===== config.mk =====
export PLATFORM = sky130hd
export DESIGN_NAME = coin_credit_accumulator
export DESIGN_NICKNAME = d
export VERILOG_FILES = /design/src/rtl/coin_credit_accumulator.sv
export SDC_FILE = /design/constraint.sdc
export NUM_CORES = 1
export LEC_CHECK = 0
export BUFFER_PORTS_ARGS = -buffer_cell sky130_fd_sc_hd__clkbuf_2
export CAP_MARGIN = 20
export CELL_PAD_IN_SITES_DETAIL_PLACEMENT = 1
export CELL_PAD_IN_SITES_GLOBAL_PLACEMENT = 2
export CORE_ASPECT_RATIO = 1.1
export CORE_MARGIN = 8
export CORE_UTILIZATION = 33
export CTS_BUF_LIST = sky130_fd_sc_hd__clkbuf_16
export CTS_CLUSTER_DIAMETER = 200
export DETAILED_ROUTE_END_ITERATION = 6
export PLACE_DENSITY_LB_ADDON = 0.3
export SLEW_MARGIN = 30
export SYNTH_ARGS = -nofsm -noshare
export SYNTH_HDL_FRONTEND = slang
export SYNTH_SLANG_ARGS = --single-unit

===== constraint.sdc =====
create_clock -name clk -period 4.3 [get_ports clk]
set_clock_uncertainty 0.1 [all_clocks]
set_input_delay 0.43 -clock clk [delete_from_list [all_inputs] [get_ports clk]]
set_output_delay 0.43 -clock clk [all_outputs]
set_load 0.05 [all_outputs]

===== src/rtl/coin_credit_accumulator.sv =====
// coin_credit_accumulator
//   Adds inserted coins to a running credit in cents. A purchase is settled
//   against a price, or the credit is refunded on cancel. The resulting
//   change amount goes to the change dispenser over a valid/ack handshake.
//
//   Configuration macro: COIN_CANCEL_EN
//     defined   - cancel refunds the whole credit and takes priority over vend_req
//     undefined - cancel is ignored; credit leaves only through a vend or reset
//
//   Parameters:
//     MAX_CREDIT  largest credit in cents; a coin that would exceed it is rejected
//     CW          width of the credit, price and change values
//                 (MAX_CREDIT + 25 must fit in CW bits)
//
//   Ports:
//     clk, rst        clock (rising edge) and asynchronous active-high reset
//     coin_valid      one-cycle strobe; a coin is present on coin_type
//     coin_type       00 penny, 01 nickel, 10 dime, 11 quarter
//     price           item price, sampled in the vend_req cycle
//     vend_req        one-cycle purchase request
//     cancel          one-cycle refund request
//     change_ack      dispenser has taken change
//     credit          current credit (registered)
//     change          amount to dispense, valid while change_valid is high
//     change_valid    change handshake valid
//     vend_ok         one-cycle pulse: purchase accepted
//     coin_reject     one-cycle pulse: coin returned and not credited

module coin_credit_accumulator #(
  parameter int unsigned MAX_CREDIT = 1000,
  parameter int unsigned CW         = 32
) (
  input  logic          clk,
  input  logic          rst,
  input  logic          coin_valid,
  input  logic [1:0]    coin_type,
  input  logic [CW-1:0] price,
  input  logic          vend_req,
  input  logic          cancel,
  input  logic          change_ack,
  output logic [CW-1:0] credit,
  output logic [CW-1:0] change,
  output logic          change_valid,
  output logic          vend_ok,
  output logic          coin_reject
);

  typedef enum logic [1:0] {
    IDLE    = 2'd0,
    COLLECT = 2'd1,
    SETTLE  = 2'd2
  } state_t;

  state_t        state;
  logic [CW-1:0] coin_value;
  logic [CW-1:0] coin_sum;
  logic          coin_fits;
  logic          vend_go;
  logic          cancel_go;

  // Coin code to cents
  always_comb begin
    coin_value = '0;
    case (coin_type)
      2'b00:   coin_value = CW'(1);
      2'b01:   coin_value = CW'(5);
      2'b10:   coin_value = CW'(10);
      default: coin_value = CW'(25);
    endcase
  end

  // Sum cannot wrap because MAX_CREDIT + 25 fits in CW bits
  assign coin_sum  = credit + coin_value;
  assign coin_fits = (coin_sum <= CW'(MAX_CREDIT));
  assign vend_go   = vend_req && (credit >= price);

`ifdef COIN_CANCEL_EN
  assign cancel_go = cancel;
`else
  // Port kept for a uniform pinout; refunds are disabled in this build
  logic unused_cancel;
  assign unused_cancel = cancel;
  assign cancel_go     = 1'b0;
`endif

  // Credit / settle state machine with registered outputs
  always_ff @(posedge clk or posedge rst) begin
    if (rst) begin
      state        <= IDLE;
      credit       <= '0;
      change       <= '0;
      change_valid <= 1'b0;
      vend_ok      <= 1'b0;
      coin_reject  <= 1'b0;
    end else begin
      vend_ok     <= 1'b0;
      coin_reject <= 1'b0;
      case (state)
        IDLE, COLLECT: begin
          if (cancel_go) begin
            // Refund wins over a simultaneous vend; a coin in the same cycle is returned
            change       <= credit;
            change_valid <= 1'b1;
            credit       <= '0;
            coin_reject  <= coin_valid;
            state        <= SETTLE;
          end else if (vend_go) begin
            change       <= credit - price;
            change_valid <= 1'b1;
            vend_ok      <= 1'b1;
            credit       <= '0;
            coin_reject  <= coin_valid;
            state        <= SETTLE;
          end else if (coin_valid) begin
            // A short vend_req falls through here and the coin is handled normally
            if (coin_fits) begin
              credit <= coin_sum;
              state  <= COLLECT;
            end else begin
              coin_reject <= 1'b1;
            end
          end
        end
        SETTLE: begin
          coin_reject <= coin_valid;
          if (change_ack) begin
            // change keeps its last value after the handshake closes
            change_valid <= 1'b0;
            state        <= IDLE;
          end
        end
        default: begin
          state        <= IDLE;
          credit       <= '0;
          change_valid <= 1'b0;
        end
      endcase
    end
  end

endmodule

Yosys cells after proc, flatten, opt, wreduce, memory -nomap -nowiden
Index checks and enable logic that the tools add are counted.
{"block": "word_totals", "out_inout_bits": 67, "regBits": 69}
{"block": "classes", "order_cmp": 2, "reduce_logical": 8, "muxes": 19, "bitwise_logic": 1, "n_eq_ne": 8, "n_addsub": 2}
{"operator": "$mux 32", "count": 3}
{"operator": "$pmux 32 s2", "count": 1}
{"operator": "$add 32x32->32", "count": 1}
{"operator": "$ge 32x32->1", "count": 1}
{"operator": "$le 32x10->1 const B", "count": 1}
{"operator": "$sub 32x32->32", "count": 1}
{"operator": "$pmux 5 s3", "count": 1}
{"operator": "$mux 2", "count": 4}
{"operator": "$mux 1", "count": 7}
{"operator": "$ne 3x3->1 const B", "count": 2}
{"operator": "$reduce_and 3->1", "count": 2}
{"operator": "$eq 2x1->1 const B", "count": 2}
{"operator": "$eq 2x2->1 const B", "count": 2}
{"operator": "$logic_not 2->1", "count": 2}
{"operator": "$ne 2x2->1 const B", "count": 2}
{"operator": "$pmux 1 s2", "count": 2}
{"operator": "$pmux 2 s2", "count": 1}
{"operator": "$reduce_and 2->1", "count": 2}
{"operator": "$reduce_or 2->1", "count": 1}
{"operator": "$logic_and 1x1->1", "count": 1}
{"operator": "$not 1->1", "count": 1}

Longest topological paths before layout
{"block": "logic_depth", "ltp_word": 8, "mapped_depth": 14}

Worst setup path before layout
Ideal clock, no wire load.
{"block": "synth_timing", "kind": "reg2reg", "start": "register credit[0]", "end": "register credit[18]", "path_slack_ps": 856, "t_arrival_ps": 3224, "synth_period_minus_slack_ps": 3444, "stages_incl_launch_ff": 14, "cell_sequence": "dfrtp_1 ha_1 inv_1 fa_1 nor2b_1 o31a_1 o211ai_2 o31ai_1 nand2_1 nor4b_2 nand4_2 a21o_1 buf_6 and2_1"}
{"block": "synth_between", "elab_chain_cells": 5, "word_cells_on_any_way": 11, "cone_classes": "1 x add/sub; 2 x order compare; 2 x eq/ne; 4 x mux; 2 x reduce/logical"}
{"item": "start, declared", "line_no": "41", "rtl": "output logic [CW-1:0] credit,"}
{"item": "start signal, assigned", "line_no": "117", "rtl": "credit <= coin_sum;"}
{"item": "parallel branches: the longest is 5 deep, another holds $add 32x32->32"}
Several ways; the timed one is not identified. The select of a mux whose other input is x is not followed.
A chain may end at the register's enable or synchronous reset.

Final worst setup path
{"block": "layout_timing", "start": "register credit[0]", "end": "register credit[6]"}
The elaborated chain is that of the path after synthesis.

==> metrics.cfg <==
[die]
die_area_um2=20000
std_cell_rows=48
fp.dieH_um=148
num_io_pins=107
core_um2=15600
initial_core_util=0.335
die_x_um=136

[timing]
grt_setup_unrepaired=false
finalMaxSlewViolations=0
maxSlewHeadroom=0.506
setup_violations=0
holdWs_ns=0.0595
min_period_ns=3.62
fin_crit_sh=0.843
fin_ws_ns=0.676
hold_viol=0
fmaxAchievable_mhz=276
setup_tns_ns=0
tightest_slew_ns=0.739

[placed_design]
gp_congestion=0.883
place_area_um2=5930
dp_hpwl_um=13500
portBuffers=105
place_inst=914
pre_cts_ws_ns=0.369

[synth]
syn-cell-area_um2=5200
synth_simple_gate_area_frac=0.234
yosys_warnings=0
ys_seq_area_frac=0.332
yosysUniqueCellTypes=63
syn_area_per_cell_um2=8.35
syn_inst=623
yosys.area.top_type=dfrtp_1
synth_top_area_frac=0.332
synth_mux_area_frac=0.0144
synth_edf_count=0
synth_xor_area_frac=0.0539
async_flop_share=1.00
synth_top_family_by_area=simple AND/OR/NAND/NOR gates
syn_nets=702
ys.flop_type=dfrtp_1
synthAdderAreaFrac=0.0967
synth-seq-cells=69
synth_compound_area_frac=0.210
synth.area.top_cells=dfrtp_1 33%, ha_1 8.9%, nand2_1 5.5%, o21ai_0 4.2%, inv_1 3.9%

[worst_setup_path]
path_max_fanout=15
cp-end-kind=register
critPathArrivalTime_ns=3.80
path_class=register to register
required_ns=4.48
critPathLaunchType=register

[cells_and_area]
syn2layout_area_growth_pct=19.2
multi_input_area_um2=3170
layout-drive-gt1-share=0.198
regArea_um2=1730
design_area_um2=6200
antenna_cells=0
stdcell_count=928
fin_nets=804
post-route-util=0.399
num-fill-cells=1922

[cts]
root_buffer=clkbuf_16
cts_buffers=9
cts-htree-levels=3
cts_num_sinks=69
hold_buffers=0
clockBufferDepth=2
cts_setup_buffers=0
post_cts_resized=0
clock_latency_ns=0.35
cts_tree=done
clk_pin_slew_ns=0.06

[worst_hold_path]
min_path_type=input pin to async pin

[job]
maxCapViolCount=0

[routing]
dr.pass1.iters=4
drc_errors=0
ant_nets=0
drt_wl_total_um=16500
via_per_inst=5.20
post_drt_wl_per_cell_um=17.8
initialDrtViolationCount=197
num_vias=4828

[power_and_ir_drop]
p_total_mw=2.50
power.leakage_nw=3.18
p_per_area_nw_per_um2=404
peakVddDrop_v=0.000201

[global_route]
grt_start_max_net_pins=50
grt_pass1_vias=5247
antenna_found_initial=0
grt_pass1_wl_um=26900
grt_overflow=0
grtUsageTotal=0.169

[outcome]
status=complete, no violations

area by class of cell:
cell class | count | area share
Tap cell | 200 | 0.0403
Sequential cell | 69 | 0.278
Inverter | 54 | 0.0329
Multi-Input combinational cell | 480 | 0.511
Clock buffer | 9 | 0.0363
Timing Repair Buffer | 111 | 0.0940
Clock inverter | 5 | 0.00746
critical path, stage by stage (launching register included):
cell	delay, ns
dfrtp_1	0.41
ha_1	0.22
inv_1	0.06
fa_1	0.40
nor2b_1	0.17
o31a_1	0.30
o211ai_2	0.16
o31ai_1	0.28
nand2_1	0.10
nor4b_2	0.45
nand4_2	0.18
buf_4	0.22
or4_1	0.41
nand3_1	0.10
final timing paths:
check,startpoint,endpoint,slack [ns],cells after the start
worst max-delay path,credit[0]$_DFFE_PP0P_,credit[6]$_DFFE_PP0P_,0.68,13
worst min-delay path,rst,change[2]$_DFFE_PP0P_,0.06,2
worst max register to register,credit[0]$_DFFE_PP0P_,credit[6]$_DFFE_PP0P_,0.68,13
worst min register to register,change[31]$_DFFE_PP0P_,change[31]$_DFFE_PP0P_,0.37,2
max in group asynchronous,rst,credit[26]$_DFFE_PP0P_,3.18,3
min in group clk,change_ack,state[1]$_DFFE_PP0P_,0.22,2
cell usage in the layout, fill, tap and decap left out, drive strengths merged, types with 4 or more instances in the layout:
cell      n
a211oi    8
a21o     14
a21oi    40
a31oi     6
and2     27
and3      6
buf       6
clkbuf  114
dfrtp    69
ha       37
inv      55
mux2      4
nand2    77
nand2b    7
nand3    28
nand4    11
nor2     24
nor2b     9
nor3     14
nor4      4
o211ai   11
o21a      7
o21ai    50
o21bai    9
o31ai     4
or2       5
or3       5
or4       4
xnor2    18
xor2     14
cell families (layout without fill, tap and decap cells):
logic type	count (synthesis)	count (layout)
AND/OR/NAND/NOR	233	233
XOR/XNOR	32	32
multiplexers	7	7
adder cells (fa/ha/maj)	39	39
AO/OA/AOI/OAI	169	169
flip-flops	69	69
buffers and inverters	74	179
routing by layer:
metal,global-route usage,vias up,part of all wire
met5,0,-,0
met4,0.0584,0,0.017
met3,0.0316,26,0.039
met2,0.287,71,0.49
met1,0.208,2320,0.45
li1,-,2411,-
cells in the mapped netlist (4+ instances only):
cell type and number:
a211oi_1 8, a21o_1 14, a21oi_1 40, a31oi_1 6, and2_1 27, and3_1 6, buf_2 8, clkbuf_1 8
dfrtp_1 69, ha_1 37, inv_1 54, mux2_2 4, nand2_1 76, nand2b_1 7, nand3_1 27, nand4_1 10
nor2_1 24, nor2b_1 9, nor3_1 13, nor4_1 4, o211ai_1 10, o21a_1 6, o21ai_0 44, o21ai_1 5
o21bai_1 9, o31ai_1 4, or2_2 5, or3_1 5, or4_1 4, xnor2_1 18, xor2_1 14
power by group:
| group | leakage (nW) | internal [mW] | switching [mW] | total (mW) |
|---|---|---|---|---|
| sequential | 0.937 | 0.693 | 0.0887 | 0.782 |
| combinational | 2.10 | 0.357 | 0.649 | 1.01 |
| clock | 0.141 | 0.435 | 0.281 | 0.716 |
sequential cells by signal, summed over array words and instances, names as in the netlist:
register and count:
change 32, credit 32, vend_ok 1, coin_reject 1, state 2, change_valid 1
Note: power is estimated with default switching activity, not from simulation.
